### src/rtl/chain_code_tracer.sv
// chain_code_tracer
// Raster-scans a binary image held in an external single-port RAM for the
// first foreground pixel, then traces that object's outer boundary with
// 8-connected Moore tracing and streams Freeman direction codes to a
// valid/ready consumer. One trace per rising edge of start.
//
// Ports:
//   clk_1       system clock, all logic on the rising edge
//   reset       synchronous active-low reset
//   start       trace request, rising edge honoured only while idle
//   pix_rd_en   RAM read strobe
//   pix_addr    RAM address, y*WIDTH + x
//   pix_data    pixel value (1 = foreground), valid the cycle after pix_rd_en
//   code_valid  code_data holds a valid Freeman code
//   code_data   Freeman code 0=E 1=NE 2=N 3=NW 4=W 5=SW 6=S 7=SE (N is y-1)
//   code_ready  consumer accepts the code when code_valid & code_ready
//   busy        high from trace start until done
//   done        one-cycle pulse at end of trace
//   no_object   image had no foreground; held until the next start
//   code_count  codes accepted this trace; held until the next start
module chain_code_tracer #(
  parameter int WIDTH  = 8,
  parameter int HEIGHT = 8,
  parameter int AW     = 6
) (
  input  logic          clk_1,
  input  logic          reset,
  input  logic          start,
  output logic          pix_rd_en,
  output logic [AW-1:0] pix_addr,
  input  logic          pix_data,
  output logic          code_valid,
  output logic [2:0]    code_data,
  input  logic          code_ready,
  output logic          busy,
  output logic          done,
  output logic          no_object,
  output logic [AW:0]   code_count
);

  // Coordinates carry a sign bit plus one spare bit so neighbour candidates
  // one step outside the image are representable.
  localparam int MAXD = (WIDTH > HEIGHT) ? WIDTH : HEIGHT;
  localparam int CW   = $clog2(MAXD) + 2;

  localparam logic signed [CW-1:0] W_S    = CW'(WIDTH);
  localparam logic signed [CW-1:0] H_S    = CW'(HEIGHT);
  localparam logic signed [CW-1:0] W_LAST = CW'(WIDTH - 1);
  localparam logic signed [CW-1:0] H_LAST = CW'(HEIGHT - 1);
  localparam logic signed [CW-1:0] P1     = CW'(1);
  localparam logic signed [CW-1:0] M1     = CW'(-1);
  localparam logic signed [CW-1:0] Z0     = '0;

  typedef enum logic [2:0] {
    IDLE, SCAN_RD, SCAN_CHK, NB_RD, NB_CHK, EMIT, FIN
  } state_t;

  state_t                state_reg, state_next;
  logic signed [CW-1:0]  cur_x_reg, cur_x_next, cur_y_reg, cur_y_next;
  logic signed [CW-1:0]  s_x_reg, s_x_next, s_y_reg, s_y_next;
  logic [2:0]            d_reg, d_next;
  logic [2:0]            k_reg, k_next;
  logic                  no_object_reg, no_object_next;
  logic [AW:0]           count_reg, count_next;
  logic                  start_d_reg;

  logic                  start_edge;
  logic [2:0]            start_dir, cand_dir;
  logic signed [CW-1:0]  dx, dy, cand_x, cand_y;
  logic                  cand_oob, at_last, at_start;

  function automatic logic [AW-1:0] addr_of(input logic [CW-1:0] xx,
                                            input logic [CW-1:0] yy);
    logic [31:0] t;
    t = 32'(yy) * 32'(WIDTH) + 32'(xx);
    return t[AW-1:0];
  endfunction

  assign start_edge = start & ~start_d_reg;

  // Moore search begins just past the backtrack direction: one step back
  // for axial moves, two steps back for diagonal moves.
  assign start_dir = d_reg[0] ? (d_reg + 3'd6) : (d_reg + 3'd7);
  assign cand_dir  = start_dir + k_reg;

  always_comb begin
    dx = Z0;
    dy = Z0;
    case (cand_dir)
      3'd0: begin dx = P1; dy = Z0; end
      3'd1: begin dx = P1; dy = M1; end
      3'd2: begin dx = Z0; dy = M1; end
      3'd3: begin dx = M1; dy = M1; end
      3'd4: begin dx = M1; dy = Z0; end
      3'd5: begin dx = M1; dy = P1; end
      3'd6: begin dx = Z0; dy = P1; end
      3'd7: begin dx = P1; dy = P1; end
    endcase
  end

  assign cand_x   = cur_x_reg + dx;
  assign cand_y   = cur_y_reg + dy;
  assign cand_oob = cand_x[CW-1] | cand_y[CW-1] | (cand_x >= W_S) | (cand_y >= H_S);
  assign at_last  = (cur_x_reg == W_LAST) && (cur_y_reg == H_LAST);
  assign at_start = (cur_x_reg == s_x_reg) && (cur_y_reg == s_y_reg);

  assign no_object  = no_object_reg;
  assign code_count = count_reg;

  always_comb begin
    state_next     = state_reg;
    cur_x_next     = cur_x_reg;
    cur_y_next     = cur_y_reg;
    s_x_next       = s_x_reg;
    s_y_next       = s_y_reg;
    d_next         = d_reg;
    k_next         = k_reg;
    no_object_next = no_object_reg;
    count_next     = count_reg;
    pix_rd_en      = 1'b0;
    pix_addr       = '0;
    code_valid     = 1'b0;
    code_data      = 3'd0;
    busy           = 1'b0;
    done           = 1'b0;

    case (state_reg)
      IDLE: begin
        if (start_edge) begin
          count_next     = '0;
          no_object_next = 1'b0;
          cur_x_next     = Z0;
          cur_y_next     = Z0;
          state_next     = SCAN_RD;
        end
      end
      SCAN_RD: begin
        busy       = 1'b1;
        pix_rd_en  = 1'b1;
        pix_addr   = addr_of(cur_x_reg, cur_y_reg);
        state_next = SCAN_CHK;
      end
      SCAN_CHK: begin
        busy = 1'b1;
        if (pix_data) begin
          s_x_next   = cur_x_reg;
          s_y_next   = cur_y_reg;
          d_next     = 3'd7;
          k_next     = 3'd0;
          state_next = NB_RD;
        end else if (at_last) begin
          no_object_next = 1'b1;
          state_next     = FIN;
        end else begin
          if (cur_x_reg == W_LAST) begin
            cur_x_next = Z0;
            cur_y_next = cur_y_reg + P1;
          end else begin
            cur_x_next = cur_x_reg + P1;
          end
          state_next = SCAN_RD;
        end
      end
      NB_RD: begin
        busy = 1'b1;
        if (cand_oob) begin
          // Off-image neighbours are background; decide without a read.
          if (k_reg == 3'd7) state_next = FIN;
          else               k_next     = k_reg + 3'd1;
        end else begin
          pix_rd_en  = 1'b1;
          pix_addr   = addr_of(cand_x, cand_y);
          state_next = NB_CHK;
        end
      end
      NB_CHK: begin
        busy = 1'b1;
        if (pix_data) begin
          d_next     = cand_dir;
          cur_x_next = cand_x;
          cur_y_next = cand_y;
          state_next = EMIT;
        end else if (k_reg == 3'd7) begin
          state_next = FIN;
        end else begin
          k_next     = k_reg + 3'd1;
          state_next = NB_RD;
        end
      end
      EMIT: begin
        busy       = 1'b1;
        code_valid = 1'b1;
        code_data  = d_reg;
        if (code_ready) begin
          count_next = count_reg + {{AW{1'b0}}, 1'b1};
          k_next     = 3'd0;
          state_next = at_start ? FIN : NB_RD;
        end
      end
      FIN: begin
        done       = 1'b1;
        state_next = IDLE;
      end
      default: state_next = IDLE;
    endcase
  end

  always_ff @(posedge clk_1) begin
    if (!reset) begin
      state_reg     <= IDLE;
      cur_x_reg     <= '0;
      cur_y_reg     <= '0;
      s_x_reg       <= '0;
      s_y_reg       <= '0;
      d_reg         <= '0;
      k_reg         <= '0;
      no_object_reg <= 1'b0;
      count_reg     <= '0;
      start_d_reg   <= 1'b0;
    end else begin
      state_reg     <= state_next;
      cur_x_reg     <= cur_x_next;
      cur_y_reg     <= cur_y_next;
      s_x_reg       <= s_x_next;
      s_y_reg       <= s_y_next;
      d_reg         <= d_next;
      k_reg         <= k_next;
      no_object_reg <= no_object_next;
      count_reg     <= count_next;
      start_d_reg   <= start;
    end
  end

endmodule

### config.mk
export PLATFORM = sky130hd
export DESIGN_NAME = chain_code_tracer
export DESIGN_NICKNAME = d
export VERILOG_FILES = /design/src/rtl/chain_code_tracer.sv
export SDC_FILE = /design/constraint.sdc
export NUM_CORES = 1
export LEC_CHECK = 0
export CORE_MARGIN = 1.5
export CORE_UTILIZATION = 52
export DETAILED_ROUTE_END_ITERATION = 6
export PLACE_DENSITY = 0.8
export SETUP_SLACK_MARGIN = 0.02
export SLEW_MARGIN = 20
export SYNTH_ARGS = -nofsm -noshare
export SYNTH_HDL_FRONTEND = slang
export SYNTH_SLANG_ARGS = --single-unit
### constraint.sdc
create_clock -name clk_1 -period 4.25 [get_ports clk_1]
set_input_delay 0.425 -clock clk_1 [delete_from_list [all_inputs] [get_ports clk_1]]
set_output_delay 0.425 -clock clk_1 [all_outputs]
set_load 0.01 [all_outputs]
==> results of run 1 <==
layout make-up:
class / instances / area share
tap: 70 / 0.0253
clock buffer: 5 / 0.0199
clock inverter: 3 / 0.0199
inverter: 15 / 0.0163
multi-input combinational: 284 / 0.578
sequential: 38 / 0.220
timing repair buffer: 51 / 0.120
cell usage in the layout, fill, tap and decap left out, types with 4 or more instances in the layout:
master,instances
a21boi_0,14
a21oi_1,17
a31oi_1,4
and2_1,9
and3_1,4
buf_4,26
clkbuf_8,5
clkdlybuf4s50_1,18
dfxtp_1,37
ha_1,15
inv_1,12
nand2_1,49
nand2b_1,7
nand3_1,13
nand4_1,5
nor2_1,31
nor3_1,5
o21ai_0,16
o221a_2,4
o22ai_1,4
xnor2_1,6
xor2_1,15
where the power goes:
| part | switching (uW) | total (uW) | internal (uW) |
|---|---|---|---|
| combinational | 120 | 225 | 105 |
| clock | 150 | 386 | 236 |
| sequential | 16.1 | 380 | 363 |
| total | 286 | 990 | 704 |
metrics by stage:
stage / worst slack, ns / area [sq um] / hold slack [ns] / total power (uW)
after floorplan: 0.0709 / 2800 / 0.455 / 513
after detailed placement: -0.225 / 3250 / 0.475 / 587
after global placement: -0.119 / 3250 / 0.464 / 582
after CTS: -0.175 / 3410 / 0.487 / 966
after global routing: -0.230 / 3460 / 0.514 / 1020
final: -0.0586 / 3460 / 0.483 / 990
final timing paths:
path / from / endpoint / slack (ns) / cells past startpoint
setup / recovery: d_reg[1]$_SDFFE_PN0P_ / pix_addr[5] / -0.06 / 19
hold reg to reg: s_x_reg[4]$_SDFFE_PN0P_ / s_x_reg[4]$_SDFFE_PN0P_ / 0.48 / 2
setup reg to reg: d_reg[1]$_SDFFE_PN0P_ / state_reg[2]$_SDFFE_PN0P_ / 0.67 / 16
hold / removal: s_x_reg[4]$_SDFFE_PN0P_ / s_x_reg[4]$_SDFFE_PN0P_ / 0.48 / 2
tightest hold or removal path: cells and delay by family, from the launching register on:
kind | cells | cell delay (ns)
AO/OA/AOI/OAI | 1 | 0.06
AND/OR/NAND/NOR | 1 | 0.05
flip-flops | 1 | 0.32
routing by layer:
metal / vias up / GRT usage / wire length, um
li1: 1324 / - / -
met1: 1286 / 0.322 / 3230
met2: 98 / 0.434 / 3530
met3: 13 / 0.0479 / 427
met4: 0 / 0.0833 / 121
met5: - / 0 / 0
kinds of logic after synthesis:
| family | after synthesis |
|---|---|
| and+or+nand+nor | 143 |
| adders and majority gates | 21 |
| xor gates and xnor gates | 26 |
| AOI/OAI and AO/OA | 88 |
| DFF | 38 |
| muxes | 6 |
| buffers and inverters | 28 |
timing repair:
item,4_1_cts,5_1_grt
gates cloned,0,0
hold buffers,0,0
gates resized for setup,16,20
pin swaps,2,5
buffers inserted,3,1
endpoints found under the setup margin,7,7
==> reports/metrics.csv, run 1 <==
stage,metric,value,unit
outcome,outcome,finished with violations,
outcome,failing checks,negative setup slack,
setup_path,slowest CP cell,fa_2,
power,Leak Pwr,0.00148,uW
sta,Pins Over Slew Limit,0,
grt,aggregate global-route resource usage,0.254,
route,via count,2721,
power,Peak VDD IR,0.219,mV
setup_path,Critical Path RT,3.83,ns
sta,Final Cycle Share,1.01,
grt,grt total ovfl,0,
floorplanning,Ports,26,
sta,Final min period,4.31,ns
setup_path,CP arrival,3.88,ns
placement,post-DP HPWL,5170,um
synthesis,Post-Synth Adder-Cell Area,0.102,
synthesis,"Seq/Total Area, Yosys",0.273,
setup_path,CP Capture Type,output pin,
sta,Slew Limit Headroom,0.276,
worst_hold_path,Tightest Hold Check Type,flop to flop,
placement,# port buffers,25,
synthesis,ranking of synthesized cells by area,"dfxtp_1 27%, ha_1 8.1%, nand2_1 6.6%",
synthesis,post-synthesis mux area share,0.0270,
sta,Final WS setup,-0.0586,ns
grt,first-pass GRT wire length,11800,um
route,drc violations,0,
synthesis,async set or reset register ratio after synthesis,0,
finish,antenna diode count,0,
clocking,H-tree depth,2,
finish,share of cells above drive strength 1,0.192,
route,wire length per cell,15.7,um
floorplanning,Die Ht,76.2,um
route,routed vias/inst,5.84,
synthesis,Synth Net Count,376,
synthesis,Yosys reg bits,38,
finish,multi-input logic area,2000,sq um
setup_path,CP Cell Sequence,"inv_2, fa_2, xor2_2, xnor2_2, mux2i_4, buf_4, buf_4, ha_4, nor2_2, a21oi_4, xor2_2, xnor2_2, xnor2_1, ha_2, inv_2, a31oi_1, or3_1, a22oi_2, buf_2",
finish,register area,762,sq um
setup_path,CP max FO,5,
run,Max Cap Violations,0,
clocking,clk slew on worst S/H paths,0.08,ns
clocking,clk buf depth,2,
finish,max FFs per register,7,
grt,largest net degree at the start of global routing,34,
placement,Placer Congestion,0.879,
clocking,CTS sink cnt,38,
floorplanning,CORE AREA,5140,sq um
sta,fmax,232,MHz
synthesis,Synth Area in Compound Gates,0.220,
setup_path,CP Launch Type,flop,
floorplanning,Initial Util,0.542,
synthesis,Cell variety after synth,56,
sta,RSZ-0062 raised after global routing,true,
synthesis,most frequent cell after synthesis,nand2_1,
sta,"Setup violations, final",1,
synthesis,syn_area_per_cell,7.95,sq um
synthesis,post-synthesis xor/xnor area fraction,0.0899,
route,drt initial violations,171,
finish,Layout area overhead,24.2,%
sta,worst slew pin tran,1.08,ns
sta,setup TNS,-0.0586,ns
finish,# fillers,441,
synthesis,simple-gate portion of the synthesized area,0.250,
route,Final ANT Viol Nets,0,
synthesis,Post-Syn Area,2780,sq um
grt,vias in the first global route,2516,
sta,final setup skew,0.0151,ns
route,Pre-Repair DR Iteration Count,5,
floorplanning,width of the chip,76.2,um
setup_path,biggest cell delay along the critical path,0.40,ns
power,power per cell area,286,nW/um^2
floorplanning,die footprint,5800,sq um
synthesis,main combinational cell family by area after synthesis,simple AND/OR/NAND/NOR gates,
route,Total Routed Length,7310,um
synthesis,number of synthesized flops with an enable pin,0,
synthesis,Syn. warnings,0,
grt,initial antenna violation count,0,
synthesis,Synth area leader,dfxtp_1,
synthesis,Post-Syn Instances,350,
clocking,TritonCTS clock tree,built,
synthesis,Synth top area share,0.273,
clocking,CTS Buf Count,5,
finish,post-route insts no fill,466,
clocking,Root Buffer,clkbuf_8,
sta,Fin. Hold Viols,0,
finish,Final Core Density,0.673,
floorplanning,row cnt,26,
setup_path,"Largest delay share family, worst path",XOR/XNOR gates,
synthesis,most common library cells after synthesis,"49 x nand2_1, 38 x dfxtp_1, 32 x nor2_1, 19 x a21oi_1, 18 x ha_1",
setup_path,critical path type,flop to output pin,
setup_path,crit path buf inv count,5,
clocking,worst-skew pair later-pin latency,0.31,ns
finish,nets@finish,421,
synthesis,top_reg_cell synth,dfxtp_1,
placement,Cells after DPL,454,
Note: power is estimated with default switching activity, not from simulation.
==> inputs of run 2 (changes only) <==
--- a/config.mk
+++ b/config.mk
@@ -6,9 +6,9 @@
 export NUM_CORES = 1
 export LEC_CHECK = 0
 export CORE_MARGIN = 1.5
-export CORE_UTILIZATION = 52
+export CORE_UTILIZATION = 30
 export DETAILED_ROUTE_END_ITERATION = 6
-export PLACE_DENSITY = 0.8
+export PLACE_DENSITY = 0.51
 export SETUP_SLACK_MARGIN = 0.02
 export SLEW_MARGIN = 20
 export SYNTH_ARGS = -nofsm -noshare
==> constraint.sdc (replaced) <==
create_clock -name clk_1 -period 4.4 [get_ports clk_1]
set_input_delay 0.44 -clock clk_1 [delete_from_list [all_inputs] [get_ports clk_1]]
set_output_delay 0.44 -clock clk_1 [all_outputs]
set_load 0.01 [all_outputs]
==> reports/metrics.csv, run 2 (synthesized netlist as in run 1, its figures left out) <==
stage,metric,value,unit
grt,first-pass GRT wire length,12800,um
sta,final setup skew,0.0145,ns
route,Pre-Repair DR Iteration Count,4,
worst_hold_path,hold path start,s_y_reg[4]$_SDFFE_PN0P_,
power,total power,834,uW
floorplanning,Ports,26,
route,Total Routed Length,7690,um
placement,post-DP HPWL,5750,um
finish,multi-input logic area,1970,sq um
setup_path,Critical Path RT,3.96,ns
finish,Layout area overhead,24.1,%
clocking,CTS hold repair buffers,0,
setup_path,reg2reg path depth,16,
sta,worst hold slack,0.482,ns
clocking,worst-skew pair later-pin latency,0.30,ns
sta,fmax,227,MHz
sta,setup TNS,-0.0144,ns
grt,grt total ovfl,0,
clocking,CTS Buf Count,5,
setup_path,FF-to-FF Start,d_reg[1]$_SDFFE_PN0P_,
clocking,TritonCTS clock tree,built,
run,Max Cap Violations,0,
route,routed vias/inst,5.23,
setup_path,flop-to-flop setup slack,0.79,ns
sta,"Setup violations, final",1,
worst_hold_path,Hold Path Cell Cnt,2,
finish,antenna diode count,0,
route,via count,2657,
floorplanning,width of the chip,99.3,um
finish,share of cells above drive strength 1,0.185,
setup_path,CP Capture Type,output pin,
setup_path,CP max FO,2,
power,Leak Pwr,0.00147,uW
route,drc violations,0,
sta,Final WS setup,-0.0144,ns
setup_path,critical path type,flop to output pin,
sta,RSZ-0062 raised after global routing,true,
grt,vias in the first global route,2508,
sta,Pins Over Slew Limit,0,
sta,Fin. Hold Viols,0,
setup_path,CP startpoint,d_reg[1]$_SDFFE_PN0P_,
sta,Final min period,4.41,ns
floorplanning,CORE AREA,8850,sq um
setup_path,CP arrival,3.97,ns
finish,most frequent cells in the layout,"49 x nand2_1, 36 x dfxtp_1, 32 x nor2_1",
grt,aggregate global-route resource usage,0.162,
setup_path,RR Endpoint,state_reg[2]$_SDFFE_PN0P_,
route,Final ANT Viol Nets,0,
floorplanning,Initial Util,0.315,
clocking,Root Buffer,clkbuf_8,
floorplanning,Die Ht,99.3,um
power,power per cell area,241,nW/um^2
placement,Placer Congestion,0.865,
finish,register area,763,sq um
finish,nets@finish,425,
sta,Slew Limit Headroom,0.538,
setup_path,CP Launch Type,flop,
grt,initial antenna violation count,0,
finish,max FFs per register,7,
placement,# port buffers,25,
power,Peak VDD IR,0.137,mV
floorplanning,die footprint,9870,sq um
floorplanning,row cnt,34,
worst_hold_path,Tightest Hold Check Type,flop to flop,
sta,Final Cycle Share,1.00,
outcome,failing checks,negative setup slack,
route,drt initial violations,151,
clocking,H-tree depth,2,
finish,"most common cell after layout, fill and taps aside",nand2_1,
sta,worst slew pin tran,0.691,ns
finish,Final Core Density,0.391,
worst_hold_path,Hold Path End,s_y_reg[4]$_SDFFE_PN0P_,
clocking,CTS sink cnt,38,
route,wire length per cell,15.1,um
finish,# fillers,935,
clocking,clk slew on worst S/H paths,0.08,ns
outcome,outcome,finished with violations,
clocking,clk buf depth,2,
grt,largest net degree at the start of global routing,34,
run 2: cell count changes in the layout (fill, tap and decap cells not counted), moves of 2 or more:
cell / change
ha_1: +2
ha_4: -2
buf_4: +4
bufinv_16: -2
run 2: stage by stage:
stage	cell area [sq um]	instances	setup slack, ns
2_1_floorplan	2790	350	0.0229
3_3_place_gp	3320	496	-0.136
3_5_place_dp	3320	496	-0.279
4_1_cts	3410	504	-0.145
5_1_grt	3460	508	-0.263
6_report	3460	508	-0.0144
run 2: layout make-up:
class                   count  share of cell area
flip-flops and latches     38               0.221
clock inverters             2             0.00398
well taps                 108              0.0391
inverters                  15              0.0163
repair buffers             55               0.130
clock buffers               6              0.0210
multi-input cells         284               0.569
run 2: timing repair:
item,CTS,global route
setup buffers,0,5
pin swaps,1,10
setup endpoints to repair,7,6
gates resized for setup,12,19
run 2: worst max-delay path by stage:
stage                     cells after the start          end
after detailed placement                     18  pix_addr[5]
after global routing                         18  pix_addr[5]
after floorplan                              17  pix_addr[5]
after global placement                       17  pix_addr[5]
after CTS                                    18  pix_addr[5]
final                                        18  pix_addr[5]
run 2: per-layer routing:
metal / wire [um] / GRT usage
met2: 3400 / 0.247
met1: 3870 / 0.239
met4: 104 / 0.0423
met3: 317 / 0.0225
met5: 0 / 0
run 2: critical path, cell delays in order (launching register included):
cell      delay [ns]
dfxtp_2         0.34
inv_2           0.04
fa_2            0.36
xor2_2          0.20
xnor2_2         0.25
mux2i_4         0.29
inv_2           0.06
fa_2            0.33
nand2b_4        0.15
a21oi_4         0.16
xor2_2          0.22
xnor2_2         0.16
xnor2_1         0.10
ha_2            0.18
inv_1           0.07
a31oi_2         0.10
or3_1           0.36
a22oi_2         0.14
buf_2           0.15
run 2: power breakdown:
group	internal (uW)	total [uW]	leakage, uW	switching [uW]
Combinational	102	220	0.00112	118
Clock	112	249	0.0000452	137
Sequential	351	365	0.000308	13.9
Total	565	834	0.00147	269
==> inputs of run 3 (changes only) <==
--- a/config.mk
+++ b/config.mk
@@ -8,6 +8,7 @@
 export CORE_MARGIN = 1.5
 export CORE_UTILIZATION = 30
 export DETAILED_ROUTE_END_ITERATION = 6
+export GPL_ROUTABILITY_DRIVEN = 0
 export PLACE_DENSITY = 0.51
 export SETUP_SLACK_MARGIN = 0.02
 export SLEW_MARGIN = 20
==> results of run 3 <==
Same layout as run 2: the final DEF is identical, and so are final timing and power.
